===== config.mk =====
export PLATFORM = sky130hd
export DESIGN_NAME = dmem_line_arbiter
export DESIGN_NICKNAME = d
export VERILOG_FILES = /design/src/rtl/dmem_arb_pkg.sv /design/src/rtl/dmem_line_arbiter_rr_arb2.sv /design/src/rtl/dmem_line_arbiter.sv
export SDC_FILE = /design/constraint.sdc
export NUM_CORES = 1
export LEC_CHECK = 0
export CAP_MARGIN = 20
export CORE_AREA = 5 5 148 150
export CTS_CLUSTER_SIZE = 16
export DETAILED_ROUTE_END_ITERATION = 6
export DIE_AREA = 0 0 153 155
export GPL_ROUTABILITY_DRIVEN = 0
export PLACE_DENSITY = 0.82
export SETUP_SLACK_MARGIN = 0.3
export SYNTH_ARGS = -nofsm -noshare
export SYNTH_HDL_FRONTEND = slang
export SYNTH_SLANG_ARGS = --single-unit

===== constraint.sdc =====
create_clock -name clk -period 6.56 [get_ports clk]
set_input_delay 1.312 -clock clk [delete_from_list [all_inputs] [get_ports clk]]
set_output_delay 1.312 -clock clk [all_outputs]
set_load 0.02 [all_outputs]

===== src/rtl/dmem_arb_pkg.sv =====
// -----------------------------------------------------------------------------
// dmem_arb_pkg
// Shared definitions for the data-memory line arbiter and the cache
// controllers that talk to it.
//   arb_state_t : arbiter transaction state (IDLE, WB, RD, DONE), 2 bits
//   DMEM_ADDR_W : default line address width
//   DMEM_LINE_W : default line width in bits
//   req_t       : line transaction descriptor built by a cache controller
// -----------------------------------------------------------------------------
package dmem_arb_pkg;

    localparam int DMEM_ADDR_W = 11;
    localparam int DMEM_LINE_W = 64;

    typedef enum logic [1:0] {
        IDLE = 2'd0,
        WB   = 2'd1,
        RD   = 2'd2,
        DONE = 2'd3
    } arb_state_t;

    typedef struct packed {
        logic                   wb;
        logic [DMEM_ADDR_W-1:0] wb_addr;
        logic [DMEM_ADDR_W-1:0] fill_addr;
    } req_t;

endpackage : dmem_arb_pkg


===== src/rtl/dmem_line_arbiter_rr_arb2.sv =====
// -----------------------------------------------------------------------------
// rr_arb2
// Combinational two-requester round-robin picker. When both requesters are
// active, the one that did not own the memory last wins; a lone requester
// always wins. The owner register lives in the parent.
//   req_i        : active requests, bit 0 = CPU0, bit 1 = CPU1
//   last_owner_i : index of the most recent owner
//   pick_o       : one-hot winner, zero when nothing is requested
// -----------------------------------------------------------------------------
module rr_arb2 (
    input  logic [1:0] req_i,
    input  logic       last_owner_i,
    output logic [1:0] pick_o
);

    always_comb begin
        pick_o[0] = req_i[0] & (~req_i[1] |  last_owner_i);
        pick_o[1] = req_i[1] & (~req_i[0] | ~last_owner_i);
    end

endmodule : rr_arb2


===== src/rtl/dmem_line_arbiter.sv =====
// -----------------------------------------------------------------------------
// dmem_line_arbiter
// Shares one line-wide data memory between two cache controllers. A winner is
// picked round-robin in IDLE, its request is captured, and the grant is held
// for the whole transaction: optional victim writeback (WB), line fill (RD),
// then a one-cycle done pulse (DONE). A memory stall longer than TMO_CYC
// cycles aborts the transaction with err alongside done.
// Ports:
//   clk, rst                      : clock, asynchronous active-high reset
//   req_x, wb_x                   : request / writeback-needed from CPU x
//   wb_addr_x, wb_line_x          : victim line address and data
//   fill_addr_x                   : line to read
//   grant_x, done_x, err_x        : ownership, completion pulse, timeout flag
//   fill_line                     : last successfully read line
//   mem_addr/re/we/wdata          : data memory request side
//   mem_rdy, mem_rdata            : data memory completion pulse and read data
// -----------------------------------------------------------------------------
module dmem_line_arbiter
    import dmem_arb_pkg::*;
#(
    parameter int ADDR_W  = DMEM_ADDR_W,
    parameter int LINE_W  = DMEM_LINE_W,
    parameter int TMO_CYC = 255
) (
    input  logic              clk,
    input  logic              rst,
    input  logic              req_0,
    input  logic              req_1,
    input  logic              wb_0,
    input  logic              wb_1,
    input  logic [ADDR_W-1:0] wb_addr_0,
    input  logic [ADDR_W-1:0] wb_addr_1,
    input  logic [LINE_W-1:0] wb_line_0,
    input  logic [LINE_W-1:0] wb_line_1,
    input  logic [ADDR_W-1:0] fill_addr_0,
    input  logic [ADDR_W-1:0] fill_addr_1,
    output logic              grant_0,
    output logic              grant_1,
    output logic              done_0,
    output logic              done_1,
    output logic              err_0,
    output logic              err_1,
    output logic [LINE_W-1:0] fill_line,
    output logic [ADDR_W-1:0] mem_addr,
    output logic              mem_re,
    output logic              mem_we,
    output logic [LINE_W-1:0] mem_wdata,
    input  logic              mem_rdy,
    input  logic [LINE_W-1:0] mem_rdata
);

    localparam int CNT_W = $clog2(TMO_CYC + 1);
    localparam logic [CNT_W-1:0] CNT_MAX  = CNT_W'(TMO_CYC);
    localparam logic [CNT_W-1:0] CNT_LAST = CNT_W'(TMO_CYC - 1);

    arb_state_t        state_q, state_d;
    logic              owner_q;
    logic              last_owner_q;
    logic [ADDR_W-1:0] wb_addr_q;
    logic [LINE_W-1:0] wb_line_q;
    logic [ADDR_W-1:0] fill_addr_q;
    logic [LINE_W-1:0] fill_line_q;
    logic [CNT_W-1:0]  cnt_q;
    logic              err_q;

    logic [1:0]        pick;
    logic              start;
    logic              pick_wb;
    logic              busy;
    logic              tmo_hit;
    logic              enter_phase;

    rr_arb2 u_rr_arb2 (
        .req_i        ({req_1, req_0}),
        .last_owner_i (last_owner_q),
        .pick_o       (pick)
    );

    always_comb begin
        start       = (state_q == IDLE) && (pick != 2'b00);
        pick_wb     = pick[1] ? wb_1 : wb_0;
        busy        = (state_q == WB) || (state_q == RD);
        // Abort on the cycle that would bring the count to TMO_CYC, so the
        // strobe is seen by the memory for exactly TMO_CYC cycles.
        tmo_hit     = busy && !mem_rdy && (cnt_q == CNT_LAST);
        enter_phase = (state_d != state_q) && ((state_d == WB) || (state_d == RD));
    end

    // State register
    always_ff @(posedge clk or posedge rst) begin
        if (rst) begin
            state_q <= IDLE;
        end else begin
            state_q <= state_d;
        end
    end

    // Next-state logic
    always_comb begin
        state_d = state_q;
        unique case (state_q)
            IDLE: begin
                if (start) begin
                    state_d = pick_wb ? WB : RD;
                end
            end
            WB: begin
                if (mem_rdy) begin
                    state_d = RD;
                end else if (tmo_hit) begin
                    state_d = DONE;
                end
            end
            RD: begin
                if (mem_rdy || tmo_hit) begin
                    state_d = DONE;
                end
            end
            DONE: begin
                state_d = IDLE;
            end
            default: begin
                state_d = IDLE;
            end
        endcase
    end

    // Output logic
    always_comb begin
        grant_0   = (state_q != IDLE) && !owner_q;
        grant_1   = (state_q != IDLE) &&  owner_q;
        done_0    = (state_q == DONE) && !owner_q;
        done_1    = (state_q == DONE) &&  owner_q;
        err_0     = done_0 && err_q;
        err_1     = done_1 && err_q;
        mem_we    = (state_q == WB);
        mem_re    = (state_q == RD);
        mem_addr  = '0;
        mem_wdata = '0;
        if (state_q == WB) begin
            mem_addr  = wb_addr_q;
            mem_wdata = wb_line_q;
        end else if (state_q == RD) begin
            mem_addr  = fill_addr_q;
        end
        fill_line = fill_line_q;
    end

    // Captured request, ownership and round-robin history
    always_ff @(posedge clk or posedge rst) begin
        if (rst) begin
            owner_q      <= 1'b0;
            last_owner_q <= 1'b1;
            wb_addr_q    <= '0;
            wb_line_q    <= '0;
            fill_addr_q  <= '0;
        end else begin
            if (start) begin
                owner_q     <= pick[1];
                wb_addr_q   <= pick[1] ? wb_addr_1   : wb_addr_0;
                wb_line_q   <= pick[1] ? wb_line_1   : wb_line_0;
                fill_addr_q <= pick[1] ? fill_addr_1 : fill_addr_0;
            end
            if (state_q == DONE) begin
                last_owner_q <= owner_q;
            end
        end
    end

    // Stall counter, timeout flag and fill data
    always_ff @(posedge clk or posedge rst) begin
        if (rst) begin
            cnt_q       <= '0;
            err_q       <= 1'b0;
            fill_line_q <= '0;
        end else begin
            if (enter_phase) begin
                cnt_q <= '0;
            end else if (busy && !mem_rdy && (cnt_q != CNT_MAX)) begin
                cnt_q <= cnt_q + 1'b1;
            end
            // Only meaningful in DONE; any successful path leaves it clear.
            err_q <= tmo_hit;
            if ((state_q == RD) && mem_rdy) begin
                fill_line_q <= mem_rdata;
            end
        end
    end

endmodule : dmem_line_arbiter


; Yosys cells after proc, flatten, opt, wreduce, memory -nomap -nowiden
; Index checks and enable logic that the tools add are counted.
[classes]
add_sub_neg = 1
n_mul = 0
n_div = 0
magnitude_cmp = 0
n_eq_ne = 8
n_shift = 0
mux = 15
n_bitwise = 7
reduce_logical = 21
[ops]
columns = operator, count
row1 = $mux 64, 2
row2 = $mux 11, 4
row3 = $mux 8, 2
row4 = $logic_and 1x1->1, 12
row5 = $mux 2, 5
row6 = $add 8x1->8 const B, 1
row7 = $eq 8x8->1 const B, 1
row8 = $ne 8x8->1 const B, 1
row9 = $pmux 2 s4, 1
row10 = $eq 2x2->1 const B, 3
row11 = $reduce_bool 2->1, 3
row12 = $eq 2x1->1 const B, 2
row13 = $logic_or 1x1->1, 3
row14 = $not 1->1, 3
row15 = $and 1x1->1, 2
row16 = $logic_not 1->1, 2
row17 = $logic_not 2->1, 1
row18 = $ne 2x2->1, 1
row19 = $or 1x1->1, 2
row20 = $mux 1, 1
[word_totals]
ff_bits = 163
latchBits = 0
ram_bits = 0
rom_bits = 0
input_bits = 243
output_inout_bits = 147
word_cells = 61
mem_count = 0

; Logic depth before layout (Yosys ltp)
[logic_depth]
word_depth = 11
mapped_depth = 9
mapped_depth_nobuf = 7

; Cells and area by module
; Synthesis repeated with hierarchy kept, for this count alone.
[unflattened]
cells_unflattened = 705
area_unflattened_um2 = 7734.9
[by_module_without_submodules]
columns = module, n_inst, cells_per_inst, area_each_um2, seq_area_each_um2
row1 = dmem_line_arbiter, 1, 702, 7716.2, 4080.2
row2 = rr_arb2, 1, 3, 18.8, 0.0

; Worst setup path before layout
; No wires, ideal clock.
[synth_path]
path_kind = reg2out
start = register state_q[1]
end = output mem_addr[0]
t_arrival_ps = 1825
required_time_ps = 5248
slack_ps = 3423
path_stages_with_launch = 7
n_path_buf = 2
path_cell_list = dfrtp_1 > inv_1 > ha_1 > clkbuf_1 > clkbuf_1 > nand2_1 > o21ai_0
[synth_via]
word_cells_on_any_way = 4
classes_between = 2 x eq/ne / 2 x mux
[synth_lines]
columns = element, line
row1 = start: declaration, dmem_line_arbiter.sv:56  ; arb_state_t state_q, state_d;
row2 = start signal: assignment, dmem_line_arbiter.sv:94  ; state_q <= state_d;
row3 = $eq 2x1->1, --
row4 = net mem_we, dmem_line_arbiter.sv:46  ; output logic mem_we,
row5 = $mux 11, dmem_line_arbiter.sv:140  ; if (state_q == WB) begin
row6 = end: declaration, dmem_line_arbiter.sv:44  ; output logic [ADDR_W-1:0] mem_addr,
; The timed path passes the listed nets, and every way through them passes these cells.

; Final worst setup path
[layout_path]
start = register state_q[1]
end = output mem_addr[4]
[layout_via]
elab_chain_len = 3
word_cells_on_any_way = 4
classes_between = 2 x eq/ne / 2 x mux
[layout_lines]
columns = element, line
row1 = $eq 2x2->1, dmem_line_arbiter.sv:143  ; end else if (state_q == RD) begin
row2 = $mux 11, dmem_line_arbiter.sv:143
row3 = $mux 11 *, dmem_line_arbiter.sv:140
; Every way passes the cells marked *; elsewhere a longest branch is shown, timed or not.

==> results by group <==
Clocking
  – Hold Buf Count CTS: 0
  – CTS Root Cell: clkbuf_16
  – CTS Buf Count: 17
  – CTS tree: built
  – # H-tree levels: 4
  – Post-CTS resize count: 0
  – Clock sink total: roughly 160
  – Post-CTS Setup Inserts: 0
  – Clk_lat worst skew: between 400 and 500 ps
  – Worst-path clk slew: roughly 60 ps
  – Clock Tree Buf Depth: 2

Run
  – Max-cap check violation count: 0

Global route
  – Largest net degree at the start of global routing: ~170
  – GRT Total Usage: 0.205
  – Vias in the first global route: between 6,000 and 7,000
  – Grt ovf: 0
  – Initial antenna violation count: 0
  – First-pass GRT wire length: between 30 and 40 mm

Place
  – Setup slack after placement: ~2800 ps
  – Total placed instance area: ~0.012 mm^2
  – I/O Buffers: between 300 and 400
  – Hpwl dp: 18.7 mm

Floorplan
  – CORE AREA: 0.0206 mm^2
  – Row cnt: 53
  – Initial Util: 0.378
  – I/O pin count: about 400
  – Area of the die: 0.0237 mm^2
  – Die H: 155 um
  – Die width: between 150 and 200 um

Timing
  – Fin. Hold Viols: 0
  – Final WS setup: about 2400 ps
  – Clk_skew: roughly 12 ps
  – Period utilization: 0.636
  – Min Hold Slack: 468 ps
  – Worst-Margin Slew: 828 ps
  – Highest Clock Rate: 0.240 GHz
  – RSZ-0062 raised after global routing: no
  – Max-slew violation count: 0
  – Fin Setup TNS: 0 ps
  – Final setup viols: 0
  – Min cycle time layout: ~4200 ps
  – Worst slew margin: 0.448

Routing
  – # DRC: 0
  – Pre-Repair DR Iteration Count: 4
  – WL final: between 20 and 30 mm
  – Via-per-instance ratio: 4.80
  – Post-detailed-route count of antenna-violating nets: 0
  – Initial DRC count: 242
  – Routed vias: 6,577
  – Routed WL per cell: about 18 um

Synthesis
  – FF+latch count, synth: about 160
  – Warnings, synthesis: 0
  – Net Count, Synth: a little under 1,000
  – Distinct cell type count after synthesis: between 40 and 50
  – Synth Instances: 713
  – Post-synth EDFFs: 0
  – Seq/Total Area, Yosys: 0.525
  – FFs w/ async S/R, synth: 1.00
  – Post-Syn Area: between 0.007 and 0.008 mm^2
  – Mapped Avg Cell Area: 10.9 um^2
  – Synth Flop Type: dfrtp_1

Worst setup path
  – Critical Path End Type: output pin
  – Crit Path Max Fanout: 90
  – Critical path arrival: 2860 ps
  – Worst setup path category: flop to output pin
  – Worst setup SP type: flop
  – Critical Path RT: around 5300 ps

Status
  – Outcome: finished clean

Power and ir drop
  – Sw power: a little over 2000 uW
  – Internal Power: roughly 3400 uW
  – Clock power frac: 0.196
  – Leak: between 0.005 and 0.006 uW
  – Comb pwr share: 0.481
  – Reg power frac: 0.323
  – VDD IR-drop max: 214 uV
  – Net Sw Frac: 0.382
  – Power per Cell Area: between 400 and 500 mW/mm^2

Layout
  – Final core occ: 0.610
  – Final nets: ~1,300
  – Most frequent cells in the layout: 389 x clkdlybuf4s50_1, 162 x dfrtp_1, 113 x nand2_1, 99 x o21ai_0, 88 x mux2i_1
  – Area Growth Syn to Fin: 61.4%
  – Ratio of cells with drive above 1 in the final layout: 0.110
  – Final antenna diode count: 0
  – Final Cell Area: about 0.013 mm^2
  – Fillcell total: 1,690
  – Most common cell after layout, fill and taps aside: clkdlybuf4s50_1

Min path
  – Hold Path Class: flop to flop
## cells in the mapped netlist, drive strengths merged (3+ instances only)
master,number,area (um^2)
clkbuf,32,120
dfrtp,162,4050
nor3,8,50.1
buf,14,72.6
nand2b,3,26.3
nor2,5,18.8
nand3,7,35.0
a21oi,3,15.0
nand2,116,440
and2,67,419
nor2b,3,18.8
inv,8,30.0
o21ai,100,500
a211oi,3,35.0
ha,7,87.6
mux2,65,732
mux2i,88,881
## state kept, by name, indices dropped and copies added, names as in the netlist
register,cells
cnt_q,8
err_q,1
fill_addr_q,11
fill_line,64
last_owner_q,1
owner_q,1
state_q,2
wb_addr_q,11
wb_line_q,64
## worst max-delay path: stages, from the launching register on
cell and delay, ps:
dfrtp_1 420, inv_1 180, ha_2 200, buf_4 590
nand2_1 160, o21ai_0 160, clkdlybuf4s50_1 660
## cell families (layout without fill, tap and decap cells)
group                      after synthesis  in the layout  share of synthesized area
AOI/OAI and AO/OA                      116            116                     0.0853
and+or+nand+nor                        216            216                      0.138
adders and majority gates                7              7                     0.0113
xor gates and xnor gates                 4              4                    0.00451
muxes                                  153            153                      0.207
buffers and inverters                   54            437                     0.0286
DFF                                    163            163                      0.525
## per-stage QoR
step | power [uW] | cells
floorplan | 3190 | 713
global placement | 4320 | 1339
detailed placement | 4400 | 1339
CTS | 5490 | 1371
global route | 5750 | 1371
finish | 5420 | 1371
## routing by layer
| layer | global-route usage | wire [um] | vias up |
|---|---|---|---|
| li1 | - | - | 3177 |
| met1 | 0.237 | 9690 | 3134 |
| met2 | 0.364 | 13100 | 216 |
| met3 | 0.0556 | 1410 | 50 |
| met4 | 0.0768 | 813 | 0 |
| met5 | 0 | 0 | - |
## power groups by stage
stage / clock network, uW / logic, uW / registers (uW)
floorplan: 0 / 1240 / 1950
global placement: 0 / 2580 / 1740
detailed placement: 0 / 2640 / 1760
CTS: 1090 / 2650 / 1750
global route: 1140 / 2800 / 1810
finish: 1060 / 2610 / 1750
## cell type report
| class | instances | area [um^2] | share of cell area |
|---|---|---|---|
| Clock inverter | 14 | 191 | 0.0153 |
| Timing Repair Buffer | 397 | 3970 | 0.316 |
| Multi-Input combinational cell | 496 | 3500 | 0.279 |
| Clock buffer | 18 | 429 | 0.0342 |
| Inverter | 8 | 35.0 | 0.00279 |
| Tap cell | 275 | 344 | 0.0274 |
| Sequential cell | 163 | 4080 | 0.325 |
## worst paths after layout
check / from / endpoint / slack [ps] / cells after the start
setup reg to reg: state_q[0]$_DFF_PP0_ / fill_line[6]$_DFFE_PP0P_ / 3710 / 5
hold reg to reg: wb_line_q[40]$_DFFE_PP0N_ / wb_line_q[40]$_DFFE_PP0N_ / 470 / 2
min in group asynchronous: rst / fill_line[55]$_DFFE_PP0P_ / 1370 / 2
setup / recovery: state_q[1]$_DFF_PP0_ / mem_addr[4] / 2390 / 6
max in group asynchronous: rst / fill_addr_q[3]$_DFFE_PP0N_ / 3970 / 3
hold / removal: wb_line_q[40]$_DFFE_PP0N_ / wb_line_q[40]$_DFFE_PP0N_ / 470 / 2
Note: power is estimated with default switching activity, not from simulation.
